File: config.mk
export PLATFORM = sky130hd
export DESIGN_NAME = cnu_row_scheduler
export DESIGN_NICKNAME = d
export VERILOG_FILES = /design/src/rtl/cnu_row_scheduler.sv
export SDC_FILE = /design/constraint.sdc
export NUM_CORES = 1
export LEC_CHECK = 0
export ABC_AREA = 0
export CORE_ASPECT_RATIO = 1.75
export CORE_UTILIZATION = 30
export DETAILED_ROUTE_END_ITERATION = 16
export HOLD_SLACK_MARGIN = 0.03
export MAX_ROUTING_LAYER = met4
export PLACE_DENSITY_LB_ADDON = 0.05
export SYNTH_ARGS = -nofsm -noshare
export SYNTH_HDL_FRONTEND = slang
export SYNTH_SLANG_ARGS = --single-unit
File: constraint.sdc
create_clock -name clk -period 1.8 [get_ports clk]
set_input_delay 0.45 -clock clk [delete_from_list [all_inputs] [get_ports clk]]
set_output_delay 0.45 -clock clk [all_outputs]
set_load 0.02 [all_outputs]
File: src/rtl/cnu_row_scheduler.sv
// cnu_row_scheduler
// Time-multiplexes one check-node unit across the NUM_ROWS check rows of an
// LDPC parity-check matrix. Each decode iteration issues every row once,
// then waits one cycle for the last registered parity bit and evaluates the
// accumulated syndrome. Decoding stops on convergence, after MAX_ITER
// iterations, or on an abort.
//
// Ports
//   clk, rst_n  : rising-edge clock, asynchronous active-low reset
//   start       : begin a decode (accepted only when idle)
//   abort       : end a decode early (honoured in RUN, DRAIN and CHECK)
//   p_bit       : registered CNU parity bit, valid alongside wr_en
//   cnu_en      : CNU enable, row row_addr presented this cycle
//   row_addr    : row issued to the CNU / message fetch address
//   wr_en       : CNU result valid, write back to wr_addr
//   wr_addr     : row of the valid CNU result (row_addr delayed one cycle)
//   busy        : decode in progress
//   done        : one-cycle pulse at decode end
//   converged   : final syndrome was zero, held until the next start
//   iter_count  : completed iterations, held until the next start
module cnu_row_scheduler #(
  parameter int NUM_ROWS = 4,
  parameter int ROW_AW   = 2,
  parameter int MAX_ITER = 10,
  parameter int ITER_W   = 4
) (
  input  logic              clk,
  input  logic              rst_n,
  input  logic              start,
  input  logic              abort,
  input  logic              p_bit,
  output logic              cnu_en,
  output logic [ROW_AW-1:0] row_addr,
  output logic              wr_en,
  output logic [ROW_AW-1:0] wr_addr,
  output logic              busy,
  output logic              done,
  output logic              converged,
  output logic [ITER_W-1:0] iter_count
);

  localparam logic [2:0] S_IDLE  = 3'd0;
  localparam logic [2:0] S_RUN   = 3'd1;
  localparam logic [2:0] S_DRAIN = 3'd2;
  localparam logic [2:0] S_CHECK = 3'd3;
  localparam logic [2:0] S_DONE  = 3'd4;

  localparam logic [ROW_AW-1:0] LAST_ROW = ROW_AW'(NUM_ROWS - 1);
  localparam logic [ITER_W-1:0] ITER_MAX = ITER_W'(MAX_ITER);

  logic [2:0]        state_q,   state_d;
  logic [ROW_AW-1:0] row_q,     row_d;
  logic              wr_en_q,   wr_en_d;
  logic [ROW_AW-1:0] wr_addr_q, wr_addr_d;
  logic              synd_q,    synd_d;
  logic [ITER_W-1:0] iter_q,    iter_d;
  logic              conv_q,    conv_d;
  logic              abort_hit;

  assign abort_hit = abort && ((state_q == S_RUN) || (state_q == S_DRAIN) ||
                               (state_q == S_CHECK));

  always_comb begin
    state_d   = state_q;
    row_d     = row_q;
    synd_d    = synd_q;
    iter_d    = iter_q;
    conv_d    = conv_q;
    // Write-back trails the issue by one cycle; an abort kills the write
    // that would have followed the aborted issue.
    wr_en_d   = (state_q == S_RUN) && !abort_hit;
    wr_addr_d = row_q;

    if (wr_en_q) begin
      synd_d = synd_q | p_bit;
    end

    case (state_q)
      S_IDLE: begin
        row_d  = '0;
        synd_d = 1'b0;
        // Results of the previous decode stay visible until a new one starts.
        if (start) begin
          state_d = S_RUN;
          iter_d  = '0;
          conv_d  = 1'b0;
        end
      end
      S_RUN: begin
        if (row_q == LAST_ROW) begin
          row_d   = '0;
          state_d = S_DRAIN;
        end else begin
          row_d = row_q + ROW_AW'(1);
        end
      end
      S_DRAIN: begin
        state_d = S_CHECK;
      end
      S_CHECK: begin
        // The last parity bit was folded in at the end of DRAIN.
        iter_d = iter_q + ITER_W'(1);
        if (!synd_q) begin
          conv_d  = 1'b1;
          state_d = S_DONE;
        end else if (iter_q + ITER_W'(1) == ITER_MAX) begin
          conv_d  = 1'b0;
          state_d = S_DONE;
        end else begin
          synd_d  = 1'b0;
          row_d   = '0;
          state_d = S_RUN;
        end
      end
      S_DONE: begin
        state_d = S_IDLE;
      end
      default: begin
        state_d = S_IDLE;
      end
    endcase

    // Abort overrides any CHECK decision and leaves the partial iteration
    // uncounted.
    if (abort_hit) begin
      state_d = S_DONE;
      conv_d  = 1'b0;
      iter_d  = iter_q;
    end
  end

  always_ff @(posedge clk or negedge rst_n) begin
    if (!rst_n) begin
      state_q   <= S_IDLE;
      row_q     <= '0;
      wr_en_q   <= 1'b0;
      wr_addr_q <= '0;
      synd_q    <= 1'b0;
      iter_q    <= '0;
      conv_q    <= 1'b0;
    end else begin
      state_q   <= state_d;
      row_q     <= row_d;
      wr_en_q   <= wr_en_d;
      wr_addr_q <= wr_addr_d;
      synd_q    <= synd_d;
      iter_q    <= iter_d;
      conv_q    <= conv_d;
    end
  end

  assign cnu_en     = (state_q == S_RUN);
  assign row_addr   = row_q;
  assign wr_en      = wr_en_q;
  assign wr_addr    = wr_addr_q;
  assign busy       = (state_q != S_IDLE);
  assign done       = (state_q == S_DONE);
  assign converged  = conv_q;
  assign iter_count = iter_q;

endmodule

Word level (Yosys, flattened, before mapping)
Cells that the tools add are included.
- memories: 0
- bits in writable memories: 0
- bits in registers: 14
- bits of input ports: 5
- bits in latches: 0
- output and inout port bits: 13
- ROM bits: 0
- add/subtract/negate cells: 2
- shift operators: 0
- bitwise operators: 2
- equal/unequal tests: 12
- div/mod/pow operators: 0
- order comparisons: 0
- reduce and logical (&&, ||, !) cells: 14
- multiply operators: 0
- multiplexer cells: 21
- operator list (cell ; count):
    2-to-1 mux 3 bit ; 5
    one-hot mux 3 bit (4 select lines) ; 1
    AND reduction 3 bit ; 3
    nonzero test 3 bit ; 3
    one-hot mux 4 bit (2 select lines) ; 1
    2-to-1 mux 1 bit ; 7
    equality test 3 x 2 -> 1 bit, second input constant ; 2
    2-to-1 mux 2 bit ; 3
    != test 2 bit, second input constant ; 3
    one-hot mux 2 bit (3 select lines) ; 1
    adder 4 x 1 -> 4 bit, second input constant ; 1
    equality test 4 bit, second input constant ; 1
    2-to-1 mux 4 bit ; 1
    != test 4 x 3 -> 1 bit, second input constant ; 1
    one-hot mux 1 bit (2 select lines) ; 2
    equality test 3 x 1 -> 1 bit, second input constant ; 1
    equality test 3 bit, second input constant ; 1
    zero test 3 bit ; 1
    != test 3 x 1 -> 1 bit, second input constant ; 1
    != test 3 bit, second input constant ; 1
    adder 2 x 1 -> 2 bit, second input constant ; 1
    equality test 2 bit, second input constant ; 1
    logical AND 1 bit ; 2
    logical OR 1 bit ; 2
    other kinds (5) ; 5

Depth between registers and ports, before layout
Gate-level depths: netlist of run 1.
- word-level depth: 6
- mapped depth: 6
- gate-level depth less buffers: 5

Least setup slack after synthesis of run 1
OpenSTA, ideal clock, no wires.
- kind: register to output
- start: register state_q[1]
- end: output done
- path slack: 152 ps
- arrival time: 1198 ps
- cell stages (with the launch flop): 3
- data required time: 1350 ps
- cell sequence: dfrtp_1 > dlygate4sd1_1 > nor3_1
- cells in the longest elaborated chain, start to end: 1
- RTL lines (what ; RTL line ; RTL):
    start: declaration ; 51 ; logic [2:0] state_q, state_d;
    start signal: assignment ; 142 ; state_q <= state_d;
    equality test 3 bit ; 157 ; assign done = (state_q == S_DONE);
    end: declaration ; 37 ; output logic done,
Every way passes these cells.

Final worst setup path of run 1
- start: register row_q[1], in the netlist row_addr[1]
- end: output row_addr[1]
- RTL lines (what ; RTL line ; RTL):
    start: declaration ; 52 ; logic [ROW_AW-1:0] row_q, row_d;
    start signal: assignment ; 143 ; row_q <= row_d;
    end: declaration ; 33 ; output logic [ROW_AW-1:0] row_addr,
No word-level cell between the ends.

==> results of run 1 <==
## layout make-up
type | count | area (µm²)
Sequential cell | 14 | 350.3
Tap cell | 25 | 31.28
Timing Repair Buffer | 28 | 256.5
Clock buffer | 4 | 55.05
Multi-Input combinational cell | 60 | 379.1
Inverter | 3 | 11.26
Fill cell | 228 | 1247
## through the flow
stage / instance area (µm²) / cells / hold slack (ns)
after CTS: 1076 / 134 / 0.4544
after floorplan: 754.5 / 80 / 0.1544
after global placement: 1022 / 130 / 0.4347
after global routing: 1084 / 134 / 0.4736
after detailed placement: 1022 / 130 / 0.4409
final: 1084 / 134 / 0.4569
## metal layers
metal | up-vias | share of wire | track usage | wire [µm]
met5 | - | 0 | - | 0
met4 | 0 | 0.013 | 0.09052 | 25
met3 | 2 | 0.035 | 0.01948 | 66
met2 | 17 | 0.56 | 0.2964 | 1046
met1 | 349 | 0.39 | 0.1714 | 728
li1 | 349 | - | - | -
## Yosys cell counts, types with 2 or more instances
cell type,number,area (µm²)
o21ai_1,6,30.03
o21ai_0,3,15.01
ha_1,3,37.54
inv_2,2,7.510
nand2_1,9,33.78
clkbuf_1,2,7.510
a21oi_1,2,10.01
nor3_1,2,10.01
dfrtp_1,14,350.3
nand3_1,6,30.03
nor2_1,7,26.28
o211ai_1,3,22.52
nor2b_1,2,12.51
mux2_2,2,22.52
## worst min-delay path by stage
stage | start | end | slack (ns) | cells after the start
global placement | row_addr[1] | wr_addr[1] | 0.43 | 0
floorplan | rst_n | converged | 0.15 | 0
detailed placement | row_addr[1] | wr_addr[1] | 0.44 | 0
CTS | row_addr[1] | wr_addr[1] | 0.45 | 0
global route | row_addr[1] | wr_addr[1] | 0.47 | 0
finish | row_addr[1] | wr_addr[1] | 0.46 | 0
## kinds of logic after synthesis
family	Yosys count
AND/OR/NAND/NOR	32
AO/OA/AOI/OAI	22
flip-flops	14
buffers and inverters	6
adder cells (fa/ha/maj)	3
multiplexers	2
XOR/XNOR	1
## repair_timing
item	CTS	global route
hold buffers	0	0
setup endpoints to repair	4	8
gates resized for setup	5	10
pin swaps	3	0
## registers in the layout, summed over array words and instances, names as in the netlist
register    flops
state_q         3
row_addr        2
iter_count      4
converged       1
wr_addr         2
wr_en           1
synd_q          1
## power by group through the flow
stage | clock, W | sequential [W] | combinational, W
finish | 0.000308 | 0.000443 | 0.000535
global route | 0.000323 | 0.000451 | 0.000583
floorplan | 0 | 0.000487 | 0.000229
detailed placement | 0 | 0.000448 | 0.000562
CTS | 0.000312 | 0.000443 | 0.000549
global placement | 0 | 0.000445 | 0.000559
==> results_dict.tcl, run 1 <==
set metrics [dict create \
    status "completed" \
    crit_path_start "row_addr[1]" \
    grt.overflow.total 0 \
    rows 23 \
    r2r_setup_slack_ns 0.11 \
    combPwrFrac 0.416 \
    synthAdderAreaFrac 0.04975 \
    syn_nets 88 \
    slowest_stage "clkdlybuf4s50_1" \
    utilization 0.4648 \
    cts_tree "built" \
    reg2reg_to "iter_count[3]" \
    finalPower_w 0.001286 \
    synthCells 80 \
    max-cap-violations 0 \
    dp_slack_ns -0.3104 \
    drv_slew 0 \
    cts.sinks 14 \
    r2r_cells 5 \
    p_int_w 0.0008380 \
    viasPerCell 5.351 \
    diodes 0 \
    nNetsFinal 118 \
    drtIter0Drc 20 \
    via_count 717 \
    fmax_ghz 0.5832 \
    synth-compound-area-share 0.1907 \
    skew_ns 0.005899 \
    core_um2 2331 \
    yosysWarnings 0 \
    routedWlPerCell_um 13.94 \
    synth_edf_count 0 \
    worst_slew_pin_slew_ns 0.2889 \
    synthSimpleGateAreaFrac 0.2172 \
    finalCritPeriodShare 0.9526 \
    critPathMaxStageDelay_ns 0.62 \
    power_leakage_nw 0.5967 \
    ant_nets 0 \
    cp_num_cells 1 \
    fp.dieW_um 39.91 \
    hpwl_um 1439 \
    synth_cell_types 31 \
    clockBufferDepth 2 \
    setup_slack_ns 0.08540 \
    ys.flop_type "dfrtp_1" \
    muxShareOfSynthArea 0.02985 \
    pwr_density_cell_nw_per_um2 1186 \
    layout_common_cells "14 x dfrtp_1, 11 x buf_4, 9 x nand2_1" \
    tns_ns 0 \
    critPathKind "reg2out" \
    drive_gt1_frac 0.2110 \
    slew_headroom 0.8067 \
    cts_buffers 3 \
    grt_pass1_vias 686 \
    drc_errors 0 \
    fin_crit_ns 1.715 \
    grt_max_degree 15 \
    port_buffers 17 \
    switchingPower_w 0.0004475 \
    area_growth_pct 43.62 \
    grt_pass1_wl_um 3008 \
    grt_usage 0.1691 \
    chipHeight_um 68.34 \
    finalSetupViolations 0 \
    cp-start-kind "register" \
    clockRootBuffer "clkbuf_8" \
    cp.required_ns 1.35 \
    p_sw_frac 0.3481 \
    synthXorXnorAreaFrac 0.01161 \
    first_pass_iters 4 \
    start_util 0.3237 \
    h-tree-depth 1 \
    wl_um 1868 \
    post_cts_buffers 0 \
    synthesis.area_um2 754.5 \
    ios 18 \
    peakVddDrop_mv 0.6365 \
    cp_top_family "buffers and inverters" \
    path_clk_slew_ns 0.06 \
    ys_ff_latch 14 \
    synth.avg_cell_area_um2 9.431 \
    place_congestion 0.7037 \
    cp-end-kind "output port" \
    crit_path_cell_trace "clkdlybuf4s50_1" \
    final_common_cell "dfrtp_1" \
    ys_seq_area_frac 0.4643 \
    async_flop_share 1.000 \
    cp-endpoint "row_addr[1]" \
    worstPathArrival_ns 1.26 \
    seq_power_share 0.344 \
    cp_max_fo 5 \
    rsz0062_at_grt "false" \
    path_buf_inv 1 \
    hp-class "reg2reg" \
    dieArea_um2 2727 \
    r2r_start "state_q[1]" \
    clkPwrFrac 0.239 \
    synth_top_family_by_area "simple AND/OR/NAND/NOR gates" \
    hold_viol_final 0 \
    clk_latency_ns 0.25 \
    antenna_found_initial 0 \
]
No activity file was read; power rests on OpenSTA's default activity.
==> inputs of run 2 (changes only) <==
==> constraint.sdc (replaced) <==
create_clock -name clk -period 1.8 [get_ports clk]
set_input_delay 0.36 -clock clk [delete_from_list [all_inputs] [get_ports clk]]
set_output_delay 0.36 -clock clk [all_outputs]
set_load 0.02 [all_outputs]
==> run 2 against run 1 <==
Clock-buffer cell count did not move. Core utilization fell by 0.86 points. Critical path type is now in2reg. Sequential share of layout area rose by 0.61 points. Routed wire length fell by 2.6%. Critical path depth rose by 4. Die area did not move. Register-to-register slack improved by 0.04 ns. Global-route usage rose by 0.15 points. Worst hold slack got worse by 0.037 ns. Sequential power barely moved. First-iteration DRC count fell by 55%.
==> results_dict.tcl, run 2 (same netlist as run 1, synthesis figures left out) <==
set metrics [dict create \
    final_cells 132 \
    ctsHoldBuffers 0 \
    fmax_ghz 0.5742 \
    worst_slew_pin_slew_ns 0.2534 \
    drtIter0Drc 9 \
    h-tree-depth 1 \
    path_clk_slew_ns 0.06 \
    dp_slack_ns -0.2282 \
    clockBufferDepth 2 \
    cts.sinks 14 \
    cp-end-kind "register" \
    grt_pass1_vias 675 \
    first_pass_iters 4 \
    layout_common_cells "14 x dfrtp_1, 14 x clkdlybuf4s50_1, 9 x nand2_1, 9 x buf_4, 7 x nor2_1" \
    finalSetupViolations 0 \
    rows 23 \
    via_count 689 \
    cp-start-kind "input port" \
    fin_crit_ns 1.742 \
    r2r_start "state_q[1]" \
    setup_slack_ns 0.05850 \
    core_um2 2331 \
    cp.required_ns 1.99 \
    nFillCells 234 \
    critPathKind "in2reg" \
    clk_latency_ns 0.25 \
    dr_wl_met2_um 959 \
    cts_buffers 3 \
    place_congestion 0.7100 \
    wl_met1_um 720 \
    start_util 0.3237 \
    cp_max_fo 2 \
    cts_tree "built" \
    grt_max_degree 15 \
    power_leakage_nw 0.4901 \
    slew_headroom 0.8304 \
    pwr_density_cell_nw_per_um2 1203 \
    chipHeight_um 68.34 \
    nNetsFinal 116 \
    tns_ns 0 \
    top_layer "met4" \
    dieArea_um2 2727 \
    grt.overflow.total 0 \
    wl_um 1820 \
    clockRootBuffer "clkbuf_8" \
    dr_wl_met3_um 84 \
    worstPathArrival_ns 1.93 \
    fp.dieW_um 39.91 \
    placedCellCount 128 \
    grt_pass1_wl_um 2973 \
    status "completed" \
    drc_errors 0 \
    area_growth_pct 40.96 \
    drive_gt1_frac 0.1776 \
    largest_reg_flops 4 \
    hpwl_um 1413 \
    diodes 0 \
    grt_usage 0.1706 \
    antenna_found_initial 0 \
    max-cap-violations 0 \
    routedWlPerCell_um 13.79 \
    post_cts_buffers 0 \
    crit_path_start "start" \
    skew_ns 0.001382 \
    rsz0062_at_grt "false" \
    finalPower_w 0.001279 \
    ant_nets 0 \
    hold_viol_final 0 \
    ios 18 \
    finalCritPeriodShare 0.9675 \
    viasPerCell 5.220 \
    hp-class "in2async" \
    port_buffers 17 \
    drv_slew 0 \
    peakVddDrop_mv 0.5240 \
]
## run 2: cell type report
class,instances,area (µm²),share of cell area
flip-flops and latches,14,350.3,0.3294
repair buffers,26,236.5,0.2224
well taps,25,31.28,0.02941
clock buffers,4,55.05,0.05176
inverters,3,11.26,0.01059
multi-input cells,60,379.1,0.3565
## run 2: power by group
part / internal (W) / switching, W / total [W] / leakage, nW
Combinational: 0.000254 / 0.000269 / 0.000523 / 0.273
Sequential: 0.000382 / 0.0000615 / 0.000443 / 0.188
Clock: 0.000194 / 0.000119 / 0.000313 / 0.0288
## run 2: per-stage QoR
stage          instance area [µm²]  hold WS [ns]    util
2_1_floorplan                754.5       0.06441       -
3_3_place_gp                  1007        0.4346  0.4321
3_5_place_dp                  1007        0.4373  0.4321
4_1_cts                       1059        0.4280  0.4541
5_1_grt                       1064        0.4638  0.4563
6_report                      1064        0.4199  0.4563
## run 2: final timing paths
check                                      to  depth (start not counted)  slack, ns
max in group asynchronous              synd_q                          2       1.21
worst min-delay path               wr_addr[0]                          2       0.42
worst max-delay path            iter_count[3]                          5       0.06
min in group clk                   wr_addr[1]                          0       0.45
worst max register to register  iter_count[3]                          4       0.15
worst min register to register     wr_addr[1]                          0       0.45
## run 2: worst max-delay path: stages
cell	delay, ns
clkdlybuf4s50_1	0.47
or3b_4	0.38
a21o_1	0.17
or4_1	0.46
nand3_1	0.09
## run 2: timing repair
action | 4_1_cts | 5_1_grt
pin swaps | 0 | 2
gates resized for setup | 3 | 3
endpoints found under the setup margin | 3 | 3
hold endpoints to repair | 0 | 0
## run 2: metal layers
layer / vias to the layer above / global-route usage
met2: 25 / 0.2722
met5: - / -
met3: 5 / 0.01948
met1: 314 / 0.1803
met4: 0 / 0.1336
li1: 345 / -
